--- src/rtl/pe_accum_stage_if.sv ---
// Handshake and configuration bundle for pe_accum_stage: start/config,
// PE input stream, result stream and status flags.
interface pe_accum_stage_if #(
  parameter int DATA_W = 32,
  parameter int ACC_W  = 48,
  parameter int LEN_W  = 16
);
  logic                     start;
  logic        [LEN_W-1:0]  cfg_len;
  logic        [1:0]        cfg_op;
  logic                     in_valid;
  logic signed [DATA_W-1:0] in_data;
  logic                     in_ready;
  logic                     out_valid;
  logic                     out_ready;
  logic signed [ACC_W-1:0]  out_data;
  logic        [LEN_W-1:0]  out_count;
  logic                     busy;
  logic                     sat;

  modport slave (
    input  start, cfg_len, cfg_op, in_valid, in_data, out_ready,
    output in_ready, out_valid, out_data, out_count, busy, sat
  );

  modport master (
    output start, cfg_len, cfg_op, in_valid, in_data, out_ready,
    input  in_ready, out_valid, out_data, out_count, busy, sat
  );
endinterface

--- src/rtl/pe_accum_stage.sv ---
// Reduction stage folding a stream of signed PE results into one sum/max/min.
// Define PE_ACCUM_SATURATE_EN for saturating sums with a sticky sat flag; otherwise sums wrap.
module pe_accum_stage #(
  parameter int DATA_W = 32,
  parameter int ACC_W  = 48,
  parameter int LEN_W  = 16
) (
  input  logic           clk,
  input  logic           rst_n,
  pe_accum_stage_if.slave bus
);

  typedef enum logic [1:0] {
    IDLE  = 2'd0,
    ACCUM = 2'd1,
    HOLD  = 2'd2
  } state_t;

  localparam logic [1:0] OP_MAX = 2'b01;
  localparam logic [1:0] OP_MIN = 2'b10;

`ifdef PE_ACCUM_SATURATE_EN
  // Add one guard bit; disagreement between the top two bits means overflow.
  function automatic logic signed [ACC_W-1:0] acc_add(
    input  logic signed [ACC_W-1:0] a,
    input  logic signed [ACC_W-1:0] b,
    output logic                    ovf
  );
    logic [ACC_W:0] w;
    w   = {a[ACC_W-1], a} + {b[ACC_W-1], b};
    ovf = w[ACC_W] ^ w[ACC_W-1];
    if (!ovf) begin
      return w[ACC_W-1:0];
    end else if (w[ACC_W]) begin
      return {1'b1, {(ACC_W-1){1'b0}}};
    end else begin
      return {1'b0, {(ACC_W-1){1'b1}}};
    end
  endfunction
`else
  function automatic logic signed [ACC_W-1:0] acc_add(
    input  logic signed [ACC_W-1:0] a,
    input  logic signed [ACC_W-1:0] b,
    output logic                    ovf
  );
    ovf = 1'b0;
    return a + b;
  endfunction
`endif

  state_t                   state_q, state_d;
  logic        [LEN_W-1:0]  len_q, len_d;
  logic        [LEN_W-1:0]  count_q, count_d;
  logic        [1:0]        op_q, op_d;
  logic signed [ACC_W-1:0]  acc_q, acc_d;
  logic                     sat_q, sat_d;

  logic signed [ACC_W-1:0]  in_ext;
  logic signed [ACC_W-1:0]  comb_val;
  logic                     comb_ovf;
  logic                     first_elem;

  assign in_ext     = ACC_W'(bus.in_data);
  assign first_elem = (count_q == '0);

  // Combine the incoming element with the running value for the latched op.
  always_comb begin
    comb_val = acc_q;
    comb_ovf = 1'b0;
    case (op_q)
      OP_MAX:  comb_val = (first_elem || (in_ext > acc_q)) ? in_ext : acc_q;
      OP_MIN:  comb_val = (first_elem || (in_ext < acc_q)) ? in_ext : acc_q;
      default: comb_val = acc_add(acc_q, in_ext, comb_ovf);
    endcase
  end

  always_comb begin
    state_d = state_q;
    len_d   = len_q;
    count_d = count_q;
    op_d    = op_q;
    acc_d   = acc_q;
    sat_d   = sat_q;
    case (state_q)
      IDLE: begin
        if (bus.start) begin
          len_d   = bus.cfg_len;
          op_d    = bus.cfg_op;
          count_d = '0;
          acc_d   = '0;
          sat_d   = 1'b0;
          state_d = (bus.cfg_len == '0) ? HOLD : ACCUM;
        end
      end
      ACCUM: begin
        if (bus.in_valid) begin
          acc_d   = comb_val;
          sat_d   = sat_q | comb_ovf;
          count_d = count_q + LEN_W'(1);
          if (count_q == (len_q - LEN_W'(1))) begin
            state_d = HOLD;
          end
        end
      end
      HOLD: begin
        if (bus.out_ready) begin
          state_d = IDLE;
        end
      end
      default: state_d = IDLE;
    endcase
  end

  always_ff @(posedge clk or negedge rst_n) begin
    if (!rst_n) begin
      state_q <= IDLE;
      len_q   <= '0;
      count_q <= '0;
      op_q    <= '0;
      acc_q   <= '0;
      sat_q   <= 1'b0;
    end else begin
      state_q <= state_d;
      len_q   <= len_d;
      count_q <= count_d;
      op_q    <= op_d;
      acc_q   <= acc_d;
      sat_q   <= sat_d;
    end
  end

  assign bus.in_ready  = (state_q == ACCUM);
  assign bus.out_valid = (state_q == HOLD);
  assign bus.busy      = (state_q != IDLE);
  assign bus.out_data  = acc_q;
  assign bus.out_count = count_q;
  assign bus.sat       = sat_q;

endmodule

--- src/flat_wrapper.sv ---
// flat-port wrapper written by rule: the top's interface ports become plain ports
module pe_accum_stage_flat 
#(
  parameter int DATA_W = 32,
  parameter int ACC_W  = 48,
  parameter int LEN_W  = 16
)
  (clk, rst_n, bus_start, bus_cfg_len, bus_cfg_op, bus_in_valid, bus_in_data, bus_out_ready, bus_in_ready, bus_out_valid, bus_out_data, bus_out_count, bus_busy, bus_sat);
  pe_accum_stage_if #(.DATA_W(DATA_W), .ACC_W(ACC_W), .LEN_W(LEN_W)) bus_i ();
  input  logic clk;
  input  logic rst_n;
  input wire logic [$bits(bus_i.start)-1:0] bus_start;
  input wire logic [$bits(bus_i.cfg_len)-1:0] bus_cfg_len;
  input wire logic [$bits(bus_i.cfg_op)-1:0] bus_cfg_op;
  input wire logic [$bits(bus_i.in_valid)-1:0] bus_in_valid;
  input wire logic [$bits(bus_i.in_data)-1:0] bus_in_data;
  input wire logic [$bits(bus_i.out_ready)-1:0] bus_out_ready;
  output wire logic [$bits(bus_i.in_ready)-1:0] bus_in_ready;
  output wire logic [$bits(bus_i.out_valid)-1:0] bus_out_valid;
  output wire logic [$bits(bus_i.out_data)-1:0] bus_out_data;
  output wire logic [$bits(bus_i.out_count)-1:0] bus_out_count;
  output wire logic [$bits(bus_i.busy)-1:0] bus_busy;
  output wire logic [$bits(bus_i.sat)-1:0] bus_sat;
  assign bus_i.start = bus_start;
  assign bus_i.cfg_len = bus_cfg_len;
  assign bus_i.cfg_op = bus_cfg_op;
  assign bus_i.in_valid = bus_in_valid;
  assign bus_i.in_data = bus_in_data;
  assign bus_i.out_ready = bus_out_ready;
  assign bus_in_ready = bus_i.in_ready;
  assign bus_out_valid = bus_i.out_valid;
  assign bus_out_data = bus_i.out_data;
  assign bus_out_count = bus_i.out_count;
  assign bus_busy = bus_i.busy;
  assign bus_sat = bus_i.sat;
  pe_accum_stage #(.DATA_W(DATA_W), .ACC_W(ACC_W), .LEN_W(LEN_W)) u_core (.clk(clk), .rst_n(rst_n), .bus(bus_i));
endmodule
--- config.mk ---
export PLATFORM = sky130hd
export DESIGN_NAME = pe_accum_stage_flat
export DESIGN_NICKNAME = d
export VERILOG_FILES = /design/src/rtl/pe_accum_stage_if.sv /design/src/rtl/pe_accum_stage.sv /design/src/flat_wrapper.sv
export SDC_FILE = /design/constraint.sdc
export NUM_CORES = 1
export LEC_CHECK = 0
export BUFFER_PORTS_ARGS = -buffer_cell sky130_fd_sc_hd__buf_2
export CAP_MARGIN = 30
export CORE_UTILIZATION = 55
export CTS_BUF_LIST = sky130_fd_sc_hd__clkbuf_8
export DETAILED_ROUTE_END_ITERATION = 8
export HOLD_SLACK_MARGIN = 0.12
export MAX_ROUTING_LAYER = met4
export PLACE_DENSITY = 0.88
export REMOVE_ABC_BUFFERS = 1
export SYNTH_ARGS = -nofsm -noshare
export SYNTH_HDL_FRONTEND = slang
export SYNTH_SLANG_ARGS = --single-unit
--- constraint.sdc ---
create_clock -name clk -period 5 [get_ports clk]
set_input_delay 0.5 -clock clk [delete_from_list [all_inputs] [get_ports clk]]
set_output_delay 0.5 -clock clk [all_outputs]
set_load 0.02 [all_outputs]
==> metrics.md <==
| Metric | Value |
|---|---|
| Skew final | 0.01395 ns |
| Crit-path most repeated cell | sky130_fd_sc_hd__a21o_1 |
| Total vias in the final route | approximately 8000 |
| Final-layout setup total negative slack | 0 ns |
| Slowest stage delay, CP | 0.71 ns |
| Root Driver | sky130_fd_sc_hd__clkbuf_8 |
| Cells taking the most area after synthesis | sky130_fd_sc_hd__dfrtp_1, sky130_fd_sc_hd__ha_1, sky130_fd_sc_hd__a21oi_1 |
| Via density | about 6.0 |
| Die width | between 100 and 150 um |
| Biggest area consumer among synthesized cells | sky130_fd_sc_hd__dfrtp_1 |
| Startpoint class of the critical path | primary input |
| Portion of the post-synthesis area used by sequential elements | 0.2486 |
| Predominant post-synthesis flop cell | sky130_fd_sc_hd__dfrtp_1 |
| Clock tree from TritonCTS | done |
| Mapped cell area | 0.008457 mm2 |
| Unrepaired setup endpoints after global routing | no |
| Proportion of netlist area held by the largest area contributor | 0.2486 |
| Via count of the first global-routing pass | 7599 |
| Power density normalized to cell area | 542.0 mW/mm2 |
| Clock latency on the worst-skew pair | 0.39 ns |
| Final min period | 3.788 ns |
| Buffers inserted by post-CTS timing repair | 0 |
| Measured slew at the worst slew-check pin | 0.8262 ns |
| Largest fanout of any net on the critical path | 34 |
| Number of synthesized flops with an enable pin | 0 |
| Count of warnings emitted by yosys | 0 |
| Initial antenna violation count | 0 |
| Floorplan Core Area | 0.01475 mm2 |
| Ratio of cells with drive above 1 in the final layout | 0.1653 |
| Maximum count of clock buffers along a single path | 2 |
| DR WL/cell | 16.27 um |
| Yosys cell types | 85 |
| Num Clock Sinks | 84 |
| Dpl cell area | 0.009107 mm2 |
| Grt total ovfl | 0 |
| Worst Path Arrival | approximately 4.1 ns |
| Final instance area | roughly 0.0093 mm2 |
| Critical Setup Path Class | in2reg |
| DIE HEIGHT | about 130 um |
| List of cells traversed by the critical path | buf_2 -> ha_1 -> a21o_1 -> a21o_1 -> a221oi_2 -> o21ai_1 -> or4_1 -> o211a_1 -> o21ba_1 -> nor2_1 -> a21oi_1 -> nand3b_1 |
| Post-synthesis instance total | approximately 1000 |
| Count of pins over their slew limit | 0 |
| Kind of end point of the critical path | flop |
| First-iteration detailed-routing DRC count | 612 |
| CTS Buf Count | 9 |
| Final setup violating endpoints | 0 |
| Leakage power | 4.489 nW |
| Largest net degree at the start of global routing | 78 |
| Wire length of the first global-routing pass | approximately 36000 um |
| Final ANT Viol Nets | 0 |
| Nets | 1288 |
| IR drop worst, VDD | 347.8 uV |
| Final Cycle Share | 0.7577 |
| Placement Rows | 44 |
| Number of detailed-route iterations in the first pass | 5 |
| Worst slew slack as a fraction of its limit | 0.4492 |
| Die ar. | 0.01588 mm2 |
| Number of antenna repair diodes | 0 |
| Number of gates resized after CTS | 0 |
| Buffers on Ports | ~120 |
| Hold Fails Final Rpt | 0 |
| Worst Path Required | 5.28 ns |
| Global placement routability congestion | roughly 0.97 |
| Initial standard-cell utilization of the core | 0.5732 |
| Post-detail-place hpwl | 16110 um |
| Result of the run | finished, final reports clean |
| Critical Path Slowest Stage Cell | sky130_fd_sc_hd__o21ba_1 |
| Max Cap Viol | 0 |
| Maximum level of the CTS H-tree | 3 |
| WL final | 21500 um |
| Total track usage | 0.2865 |
| Filler cell count | 1337 |
| Worst hold slack across all endpoints | 0.3284 ns |
| P&R area growth vs syn | 10.31% |
| DRC viols | 0 |
| Number of register bits inferred by synthesis | 84 |
| Clock slew at the register clock pins of the worst setup and hold paths | 0.10 ns |
| Hold WC Path Type | in2reg |
| Post-cts hold buffer count | 1 |
| Maximum achievable frequency | 0.2640 GHz |
| Number of top-level pins | 123 |
| Proportion of register bits with asynchronous set or reset after synthesis | 1.000 |
| Post-synthesis area per instance | between 8 and 9 um2 |
## layout by cell type, fill, tap and decap left out, types with 4 or more instances in the layout
master,count
sky130_fd_sc_hd__a2111oi_2,5
sky130_fd_sc_hd__nor3_1,17
sky130_fd_sc_hd__nand4_1,23
sky130_fd_sc_hd__xnor2_1,42
sky130_fd_sc_hd__a21o_1,26
sky130_fd_sc_hd__dfrtp_1,84
sky130_fd_sc_hd__nor2_1,80
sky130_fd_sc_hd__a221oi_1,5
sky130_fd_sc_hd__nand2b_1,13
sky130_fd_sc_hd__or3_1,8
sky130_fd_sc_hd__o21bai_1,14
sky130_fd_sc_hd__buf_2,120
sky130_fd_sc_hd__o31ai_1,18
sky130_fd_sc_hd__nand3_1,23
sky130_fd_sc_hd__mux2i_1,7
sky130_fd_sc_hd__clkbuf_8,10
sky130_fd_sc_hd__buf_4,5
sky130_fd_sc_hd__inv_1,100
sky130_fd_sc_hd__nand2_1,87
sky130_fd_sc_hd__ha_1,99
sky130_fd_sc_hd__a21oi_1,84
sky130_fd_sc_hd__nor4_1,18
sky130_fd_sc_hd__inv_6,4
sky130_fd_sc_hd__o211ai_1,22
sky130_fd_sc_hd__nor3b_1,5
sky130_fd_sc_hd__mux2_2,15
sky130_fd_sc_hd__xor2_1,28
sky130_fd_sc_hd__a31oi_1,7
sky130_fd_sc_hd__o21ai_1,28
sky130_fd_sc_hd__o21ai_0,32
sky130_fd_sc_hd__a211oi_1,14
sky130_fd_sc_hd__and3_1,4
sky130_fd_sc_hd__nor2b_1,10
## area by class of cell
class / count / area [um2] / area share
inverter: 103 / 386.6 / 0.04144
tap: 184 / 230.2 / 0.02468
multi-input combinational: 807 / 5731 / 0.6143
clock buffer: 10 / 137.6 / 0.01475
sequential: 84 / 2102 / 0.2253
timing repair buffer: 127 / 668.1 / 0.07162
clock inverter: 6 / 73.82 / 0.007913
## state kept, by name (all words and copies together) (netlist names)
register,count
u_core.bus.out_data,48
u_core.bus.out_count,16
u_core.len_q,16
u_core.op_q,2
u_core.state_q,2
## final timing paths
| check | from | to | slack, ns | cells past startpoint |
|---|---|---|---|---|
| worst max-delay path | bus_in_data[31] | u_core.bus.out_data[47] | 1.21 | 12 |
| worst min-delay path | bus_cfg_op[1] | u_core.op_q[1] | 0.33 | 3 |
| worst max register to register | u_core.bus.out_data[19] | u_core.bus.out_data[47] | 1.23 | 12 |
| worst min register to register | u_core.bus.out_data[35] | u_core.bus.out_data[35] | 0.54 | 2 |
| max in group asynchronous | rst_n | u_core.bus.out_data[19] | 3.35 | 3 |
| min in group asynchronous | rst_n | u_core.bus.out_data[14] | 0.56 | 2 |
## metal layers
layer / part of all wire / wire length [um] / track usage
met1: 0.45 / 9743 / 0.3782
met2: 0.47 / 10070 / 0.4628
met3: 0.063 / 1352 / 0.03653
met4: 0.015 / 327 / 0.07796
met5: 0 / 0 / -
## worst max-delay path: cells and delay by family
| family | cells | cell delay, ns |
|---|---|---|
| compound gates | 7 | 1.77 |
| simple gates | 3 | 0.83 |
| buf+inv | 1 | 0.52 |
| fa+ha+maj | 1 | 0.42 |
## where the power goes
group / total (W) / internal [W] / switching [W] / leakage [nW]
sequential: 0.00120 / 0.000911 / 0.000290 / 1.09
combinational: 0.00330 / 0.00125 / 0.00205 / 3.29
clock: 0.000553 / 0.000253 / 0.000300 / 0.108
total: 0.00506 / 0.00241 / 0.00264 / 4.49
## Yosys cell counts (7+ instances only)
master and instances:
sky130_fd_sc_hd__a211oi_1 14, sky130_fd_sc_hd__a21o_1 26, sky130_fd_sc_hd__a21oi_1 84, sky130_fd_sc_hd__a31oi_1 7
sky130_fd_sc_hd__buf_2 11, sky130_fd_sc_hd__buf_4 8, sky130_fd_sc_hd__clkbuf_1 25, sky130_fd_sc_hd__dfrtp_1 84
sky130_fd_sc_hd__ha_1 100, sky130_fd_sc_hd__inv_1 100, sky130_fd_sc_hd__mux2_2 15, sky130_fd_sc_hd__mux2i_1 7
sky130_fd_sc_hd__nand2_1 87, sky130_fd_sc_hd__nand2b_1 13, sky130_fd_sc_hd__nand3_1 23, sky130_fd_sc_hd__nand4_1 23
sky130_fd_sc_hd__nor2_1 81, sky130_fd_sc_hd__nor2b_1 10, sky130_fd_sc_hd__nor3_1 17, sky130_fd_sc_hd__nor4_1 18
sky130_fd_sc_hd__o211ai_1 22, sky130_fd_sc_hd__o21ai_0 32, sky130_fd_sc_hd__o21ai_1 28, sky130_fd_sc_hd__o21bai_1 14
sky130_fd_sc_hd__o31ai_1 18, sky130_fd_sc_hd__or3_1 8, sky130_fd_sc_hd__xnor2_1 42, sky130_fd_sc_hd__xor2_1 28
## cell families (layout without fill, tap and decap cells)
logic type | count (synthesis) | in the layout | share of synthesized area
flops | 84 | 84 | 0.2486
fa+ha+maj | 101 | 101 | 0.1503
xor+xnor | 70 | 70 | 0.07250
buf+inv | 152 | 246 | 0.07442
simple gates | 312 | 312 | 0.1829
mux | 22 | 22 | 0.02826
compound gates | 301 | 301 | 0.2426
other cells | 1 | 1 | 0.0004434
## metrics by stage
| stage | std cells | power [W] | utilization | setup WS, ns |
|---|---|---|---|---|
| 2_1_floorplan | 994 | 0.003591 | - | 1.411 |
| 3_3_place_gp | 1304 | 0.004375 | 0.6173 | 0.9618 |
| 3_5_place_dp | 1304 | 0.004461 | 0.6173 | 0.8469 |
| 4_1_cts | 1321 | 0.005036 | 0.6323 | 1.233 |
| 5_1_grt | 1321 | 0.005480 | 0.6323 | 0.9197 |
| 6_report | 1321 | 0.005056 | 0.6323 | 1.212 |
Power figures use the tool's default switching activity.
